<file path="src/rtl/lot_gate_controller.sv">
// Car park entry gate sequencer and occupancy counter.
// Define LOT_STATS_EN to add the total_entries statistics output.
module lot_gate_controller #(
  parameter int CAPACITY     = 10,
  parameter int CNT_W        = 4,
  parameter int OPEN_TIMEOUT = 16,
  parameter int CLOSE_HOLD   = 4
) (
  input  logic             clk,
  input  logic             rst,
  input  logic             req,
  input  logic             enter,
  input  logic             exit,
  output logic             gate_open,
  output logic             denied,
  output logic             timeout_err,
  output logic             count_err,
  output logic [CNT_W-1:0] count,
  output logic             full,
  output logic             empty
`ifdef LOT_STATS_EN
  ,
  output logic [15:0]      total_entries
`endif
);

  localparam int T_MAX =
    (OPEN_TIMEOUT > CLOSE_HOLD) ? OPEN_TIMEOUT : CLOSE_HOLD;
  localparam int TMR_W = (T_MAX > 1) ? $clog2(T_MAX) : 1;

  localparam logic [TMR_W-1:0] OT_LAST =
    TMR_W'(OPEN_TIMEOUT - 1);
  localparam logic [TMR_W-1:0] CH_LAST =
    TMR_W'(CLOSE_HOLD - 1);
  localparam logic [CNT_W-1:0] CAP_V =
    CNT_W'(CAPACITY);

  typedef enum logic [1:0] {
    IDLE,
    OPEN,
    HOLD,
    BLOCKED
  } state_t;

  state_t           state_q;
  state_t           state_d;
  logic [TMR_W-1:0] timer_q;
  logic [TMR_W-1:0] timer_d;
  logic             gate_d;
  logic             denied_d;
  logic             tmo_d;
  logic [CNT_W-1:0] cnt_d;
  logic             cerr_d;

  // Flags come straight from the count register.
  assign full  = (count == CAP_V);
  assign empty = (count == '0);

  always_comb begin
    state_d  = state_q;
    timer_d  = timer_q;
    denied_d = 1'b0;
    tmo_d    = 1'b0;
    unique case (state_q)
      IDLE: begin
        if (req) begin
          if (full) begin
            state_d  = BLOCKED;
            denied_d = 1'b1;
          end else begin
            state_d = OPEN;
            timer_d = '0;
          end
        end
      end
      OPEN: begin
        if (enter) begin
          state_d = HOLD;
          timer_d = '0;
        end else if (timer_q == OT_LAST) begin
          state_d = HOLD;
          timer_d = '0;
          tmo_d   = 1'b1;
        end else begin
          timer_d = timer_q + TMR_W'(1);
        end
      end
      HOLD: begin
        if (timer_q == CH_LAST) begin
          state_d = IDLE;
          timer_d = '0;
        end else begin
          timer_d = timer_q + TMR_W'(1);
        end
      end
      BLOCKED: begin
        if (!req) begin
          state_d = IDLE;
        end else if (!full) begin
          state_d = OPEN;
          timer_d = '0;
        end
      end
      default: begin
        state_d = IDLE;
        timer_d = '0;
      end
    endcase
  end

  // Gate drive is registered from the next state.
  assign gate_d = (state_d == OPEN) ||
                  (state_d == HOLD);

  always_comb begin
    cnt_d  = count;
    cerr_d = 1'b0;
    unique case ({enter, exit})
      2'b10: begin
        if (full) cerr_d = 1'b1;
        else      cnt_d  = count + CNT_W'(1);
      end
      2'b01: begin
        if (empty) cerr_d = 1'b1;
        else       cnt_d  = count - CNT_W'(1);
      end
      default: begin
        cnt_d = count;
      end
    endcase
  end

  always_ff @(posedge clk) begin
    if (rst) begin
      state_q     <= IDLE;
      timer_q     <= '0;
      gate_open   <= 1'b0;
      denied      <= 1'b0;
      timeout_err <= 1'b0;
      count_err   <= 1'b0;
      count       <= '0;
    end else begin
      state_q     <= state_d;
      timer_q     <= timer_d;
      gate_open   <= gate_d;
      denied      <= denied_d;
      timeout_err <= tmo_d;
      count_err   <= cerr_d;
      count       <= cnt_d;
    end
  end

`ifdef LOT_STATS_EN
  always_ff @(posedge clk) begin
    if (rst) begin
      total_entries <= '0;
    end else if (enter && !exit && !full) begin
      total_entries <= total_entries + 16'd1;
    end
  end
`endif

endmodule
</file>
<file path="config.mk">
export PLATFORM = sky130hd
export DESIGN_NAME = lot_gate_controller
export DESIGN_NICKNAME = d
export VERILOG_FILES = /design/src/rtl/lot_gate_controller.sv
export SDC_FILE = /design/constraint.sdc
export NUM_CORES = 1
export LEC_CHECK = 0
export ABC_AREA = 1
export CAP_MARGIN = 20
export CELL_PAD_IN_SITES_DETAIL_PLACEMENT = 1
export CELL_PAD_IN_SITES_GLOBAL_PLACEMENT = 1
export CORE_MARGIN = 2
export CORE_UTILIZATION = 30
export CTS_BUF_LIST = sky130_fd_sc_hd__clkbuf_8 sky130_fd_sc_hd__clkbuf_16
export DETAILED_ROUTE_END_ITERATION = 8
export PLACE_DENSITY_LB_ADDON = 0.12
export SLEW_MARGIN = 20
export SYNTH_ARGS = -nofsm -noshare
export SYNTH_HDL_FRONTEND = slang
export SYNTH_SLANG_ARGS = --single-unit
</file>
<file path="constraint.sdc">
create_clock -name clk -period 1.6 [get_ports clk]
set_input_delay 0.32 -clock clk [delete_from_list [all_inputs] [get_ports clk]]
set_output_delay 0.32 -clock clk [all_outputs]
set_load 0.005 [all_outputs]
</file>
# --- Yosys cells after proc, flatten, opt, wreduce, memory -nomap -nowiden ---
# Index checks and enable logic that the tools add are counted.
op_classes:
  add_sub_neg: 3
  eq_ne: 14
  muxes: 21
  bitwise: 3
  reduce_logical: 9
op_table:
  columns: ["cell", "count"]
  rows:
  - ["$mux W4", 7]
  - ["$mux W2", 7]
  - ["$pmux W4 S3", 1]
  - ["$add A4 B1 Y4 const B", 2]
  - ["$eq A2 B2 Y1 const B", 4]
  - ["$eq A4 B4 Y1 const B", 2]
  - ["$pmux W2 S4", 1]
  - ["$pmux W4 S2", 1]
  - ["$eq A2 B1 Y1 const B", 3]
  - ["$ne A2 B2 Y1 const B", 3]
  - ["$reduce_or A3 Y1", 2]
  - ["$eq A4 B2 Y1 const B", 1]
  - ["$logic_not A4 Y1", 1]
  - ["$sub A4 B1 Y4 const B", 1]
  - ["$mux W1", 3]
  - ["$not A1 Y1", 3]
  - ["$reduce_and A3 Y1", 1]
  - ["$logic_not A2 Y1", 1]
  - ["$ne A2 B1 Y1 const B", 1]
  - ["$pmux W1 S2", 1]
  - ["$reduce_and A2 Y1", 1]
  - ["$reduce_bool A2 Y1", 1]
  - ["$reduce_or A2 Y1", 1]
  - ["$logic_or A1 B1 Y1", 1]
word_totals:
  regBits: 14
  in_bits: 5
  out_inout_bits: 10
  wordCells: 57

# --- Longest topological paths before layout ---
depth:
  ltp_word: 6
  depth_mapped: 10
  depth_no_buf: 10

# --- Least setup slack after synthesis ---
# OpenSTA, ideal clock, no wires.
synth_path:
  kind: "input to register"
  startpoint: "input enter"
  endpoint: "register count[3]"
  setup_time_ps: 70
  arrival_time_ps: 1415
  t_required_ps: 1530
  slack_ps: 115
  stages: 8
  path_buffers: 0
  cell_sequence: "inv_1 > ha_1 > ha_1 > a21oi_1 > nand2_1 > xnor2_1 > nand2_1 > a21oi_1"
synth_between:
  elab_chain_cells: 3
  elab_cells_between_ends: 7
  classes_between: "eq/ne (4); mux (1); reduce/logical (2)"
synth_rtl:
  columns: ["item", "line_no", "rtl"]
  rows:
  - ["start: declaration", "12", "input logic enter,"]
  - ["$eq A2 B1 Y1 / $eq A2 B2 Y1 (equally long branches)", "118", "unique case ({enter, exit})"]
  - ["$ne A2 B2 Y1 (no source line) / $reduce_bool A2 Y1 (equally long branches)", null, null]
  - ["$reduce_and A3 Y1 (no source line)", null, null]
  - ["end signal: assignment", "149", "count <= cnt_d;"]
  - ["end: declaration", "18", "output logic [CNT_W-1:0] count,"]
# Parallel ways exist; a longest one is shown, timed or not.
# A chain may end at the register's enable or synchronous reset.

# --- Worst setup path in the final report ---
layout_path:
  startpoint: "register count[1]"
  endpoint: "output count[1]"
# No word-level cell between the ends.

==> metrics.log <==
[metrics] result of the run: complete, no violations
[metrics] initial antenna violation count: 0
[metrics] relative area change from synthesis to final layout: 47.3%
[metrics] WS Path Type: reg -> out
[metrics] Die Span Y: between 50 and 60 um
[metrics] count of antenna-violating nets left after detailed routing: 0
[metrics] count of buffers from port buffering: 14
[metrics] DPL Wire Length: about 2.0 mm
[metrics] largest area contributor in the netlist: dfxtp_1
[metrics] Clock Sink Count: 14
[metrics] max-capacitance violation count: 0
[metrics] number of synthesized flops with an enable pin: 0
[metrics] Routed WL per cell: ~13 um
[metrics] Final Setup Violations: 0
[metrics] overall power consumption: around 0.0011 W
[metrics] clock latency at the later pin of the worst-skew pair: between 0.2 and 0.25 ns
[metrics] overflow left after global routing: 0
[metrics] maximum number of buffers from clock root to sink: 2
[metrics] via count of the first global-routing pass: approximately 990
[metrics] Largest stage delay, worst path: 0.49 ns
[metrics] DRC violations left: 0
[metrics] adder-cell area share of the yosys netlist: between 15 and 20%
[metrics] portion of netlist area occupied by mux cells: 0%
[metrics] cts bufs inserted: 3
[metrics] sw power: between 0.0003 and 0.0004 W
[metrics] dominant combinational cell family by area after synthesis: simple AND/OR/NAND/NOR gates
[metrics] number of cell rows: 19
[metrics] worst-path cell chain: buf_4 > clkdlybuf4s50_1
[metrics] distinct cell type count of the synthesized netlist: 24
[metrics] leakage: slightly above 0.6 nW
[metrics] transition time of the tightest slew-check pin: between 0.3 and 0.4 ns
[metrics] net count of the mapped netlist: roughly 140
[metrics] wire length of the first global-routing pass: about 4.2 mm
[metrics] portion of the post-synthesis area used by sequential elements: 31.5%
[metrics] cells after synthesis: 122
[metrics] Comb pwr share: 32.6%
[metrics] filler instances: 349
[metrics] critical path fanouts, max: 5
[metrics] power per cell area: around 860 mW/mm2
[metrics] post-synthesis async set-or-reset flop share: 0%
[metrics] Synth Area in Compound Gates: 11.4%
[metrics] leading post-synthesis cells by instance count: 26 x nand2_1, 17 x inv_1, 14 x dfxtp_1, 11 x nand3_1, 10 x ha_1
[metrics] Final GP Congestion: a little under 0.8
[metrics] Top delay family on crit path: buffers and inverters
[metrics] total wirelength of the detailed-routed design: between 2 and 2.5 mm
[metrics] share of final-layout standard cells stronger than drive strength 1: between 30 and 40%
[metrics] signal arrival time at the worst endpoint: ~1.2 ns
[metrics] CP bufs+invs: 2
[metrics] overall die area: between 0.003 and 0.004 mm2
[metrics] Placeable Area: approximately 0.0028 mm2
[metrics] required time at the endpoint of the critical path: 1.28 ns
[metrics] CTS root buffer: clkbuf_8
[metrics] count of H-tree levels built during CTS: 1
[metrics] final hold slack: between 0.5 and 0.6 ns
[metrics] relative slew slack: 78.9%
[metrics] unrepaired setup endpoints after global routing: false
[metrics] number of diodes: 0
[metrics] synthesized area: approximately 890 um2
[metrics] crit start category: flip-flop
[metrics] portion of synthesized cell area occupied by the leading cell type: a little under a third
[metrics] Synth Register Bits: 14
[metrics] GRT Util Overall: about 16%
[metrics] xor-xnor portion of the synthesized cell area: ~3.0%
[metrics] Flop pwr share: a little over a third
[metrics] worst clock skew: between 0.003 and 0.004 ns
[metrics] DRT iter0 DRCs: 14
[metrics] Die Wd: 58.5 um
[metrics] vias per cell: about 4.8
[metrics] Synth Warn #: 0
[metrics] number of pins exceeding their max-slew limit in the final report: 0
[metrics] synthesized-area fraction occupied by and/or/nand/nor cells: a little under 30%
[metrics] most numerous cell in the Yosys netlist: nand2_1
[metrics] clock-pin slew on the worst setup and hold paths: around 0.06 ns
[metrics] clock period minus worst slack: around 1.5 ns
[metrics] share of the cycle needed by the critical path after routing: 96.7%
[metrics] Internal Pwr Total: between 0.0007 and 0.0008 W
[metrics] io pins: 15
[metrics] total count of hold-check failures in the final report: 0
[metrics] classification of the worst-slack hold path: reg -> reg
[metrics] Highest Clock Rate: approximately 650 MHz
[metrics] vias: a little under 900
[metrics] worst-path cell with the longest stage delay: clkdlybuf4s50_1
[metrics] switching portion of total power: between 30% and 40%
[metrics] flip-flop cell with the highest count after synthesis: dfxtp_1
[metrics] first-pass iteration count of the detailed router: 4
[metrics] maximum number of pins on one net before global-route repair: 9
[metrics] Post-Synthesis Mean Instance Area: ~7.3 um2
[metrics] Total Nets Final: ~170
[metrics] clock tree from TritonCTS: built
[metrics] starting density of the core: a little under a third
[metrics] maximum vdd drop: 0.447 mV
[metrics] critical path endpoint category: output port
[metrics] clock network fraction of design power: a little under a third
[metrics] leading post-synthesis cells by cell area: dfxtp_1 32%, ha_1 14%, nand2_1 11%
-- cell usage in the layout (no fill, tap or decap), drive strengths merged, types with 2 or more instances in the layout --
cell type	netlist	layout
a21oi	10	10
buf	0	16
clkbuf	0	5
clkdlybuf4s50	0	10
dfxtp	14	14
dlygate4sd2	0	3
ha	10	10
inv	19	19
nand2	30	30
nand3	11	11
nor2	10	10
nor3	2	2
o211ai	2	2
o21ai	5	5
xnor2	3	3
-- kinds of logic after synthesis --
| family | after synthesis |
|---|---|
| and+or+nand+nor | 56 |
| buffers and inverters | 20 |
| AOI/OAI and AO/OA | 18 |
| DFF | 14 |
| adders and majority gates | 11 |
| xor gates and xnor gates | 3 |
-- per-stage QoR --
step	cells	setup WS (ns)	area, um2	utilization [%]	setup TNS (ns)
detailed placement	181	-0.507	1170	42.2	-1.71
finish	187	0.0529	1310	47.1	0
global route	187	0.00622	1310	47.1	0
CTS	188	0.00940	1290	46.3	0
floorplan	122	0.115	890	-	0
global placement	181	-0.397	1170	42.2	-1.33
-- repair_timing --
item                                    4_1_cts  5_1_grt
pin swaps                                     3        4
buffers inserted                              3        0
gates resized for setup                      16       12
hold buffers                                  0        0
endpoints found under the setup margin        7        4
-- sequential cells by signal, indices dropped and copies added (netlist names) --
| signal | count |
|---|---|
| count | 4 |
| count_err | 1 |
| timer_q | 4 |
| timeout_err | 1 |
| gate_open | 1 |
| denied | 1 |
| state_q | 2 |
-- path summary, 6_finish.rpt --
path	startpoint	end	slack [ns]	depth (start not counted)
worst min register to register	count[3]$_SDFFE_PP0P_	count[3]$_SDFFE_PP0P_	0.51	2
worst max register to register	state_q[1]$_SDFF_PP0_	gate_open$_SDFF_PP0_	0.13	10
worst max-delay path	count[1]$_SDFFE_PP0P_	count[1]	0.05	2
worst min-delay path	count[3]$_SDFFE_PP0P_	count[3]$_SDFFE_PP0P_	0.51	2
-- cell type report --
class | instances | area, um2 | area share, %
multi-input cells | 88 | 596 | 45.5
flip-flops and latches | 14 | 293 | 22.3
repair buffers | 30 | 251 | 19.2
inverters | 20 | 76.3 | 5.83
clock buffers | 4 | 55.1 | 4.20
well taps | 31 | 38.8 | 2.96
-- worst min-delay path: cells and delay by family, from the launching register on --
kind	cells	cell delay [ns]
DFF	1	0.36
and+or+nand+nor	1	0.07
AOI/OAI and AO/OA	1	0.05
-- routing by layer --
metal | part of all wire [%] | track usage, %
met3 | 2.2 | 2.86
met2 | 47 | 28.1
met5 | 0 | 0
met4 | 0.64 | 5.98
met1 | 50 | 20.3
-- power groups by stage --
| stage | combinational [W] | clock (W) | sequential [W] |
|---|---|---|---|
| after floorplan | 0.000176 | 0 | 0.000411 |
| after global placement | 0.000330 | 0 | 0.000408 |
| after detailed placement | 0.000344 | 0 | 0.000410 |
| after CTS | 0.000364 | 0.000366 | 0.000407 |
| after global routing | 0.000410 | 0.000377 | 0.000417 |
| final | 0.000368 | 0.000351 | 0.000412 |
(Power assumes the default switching activity.)
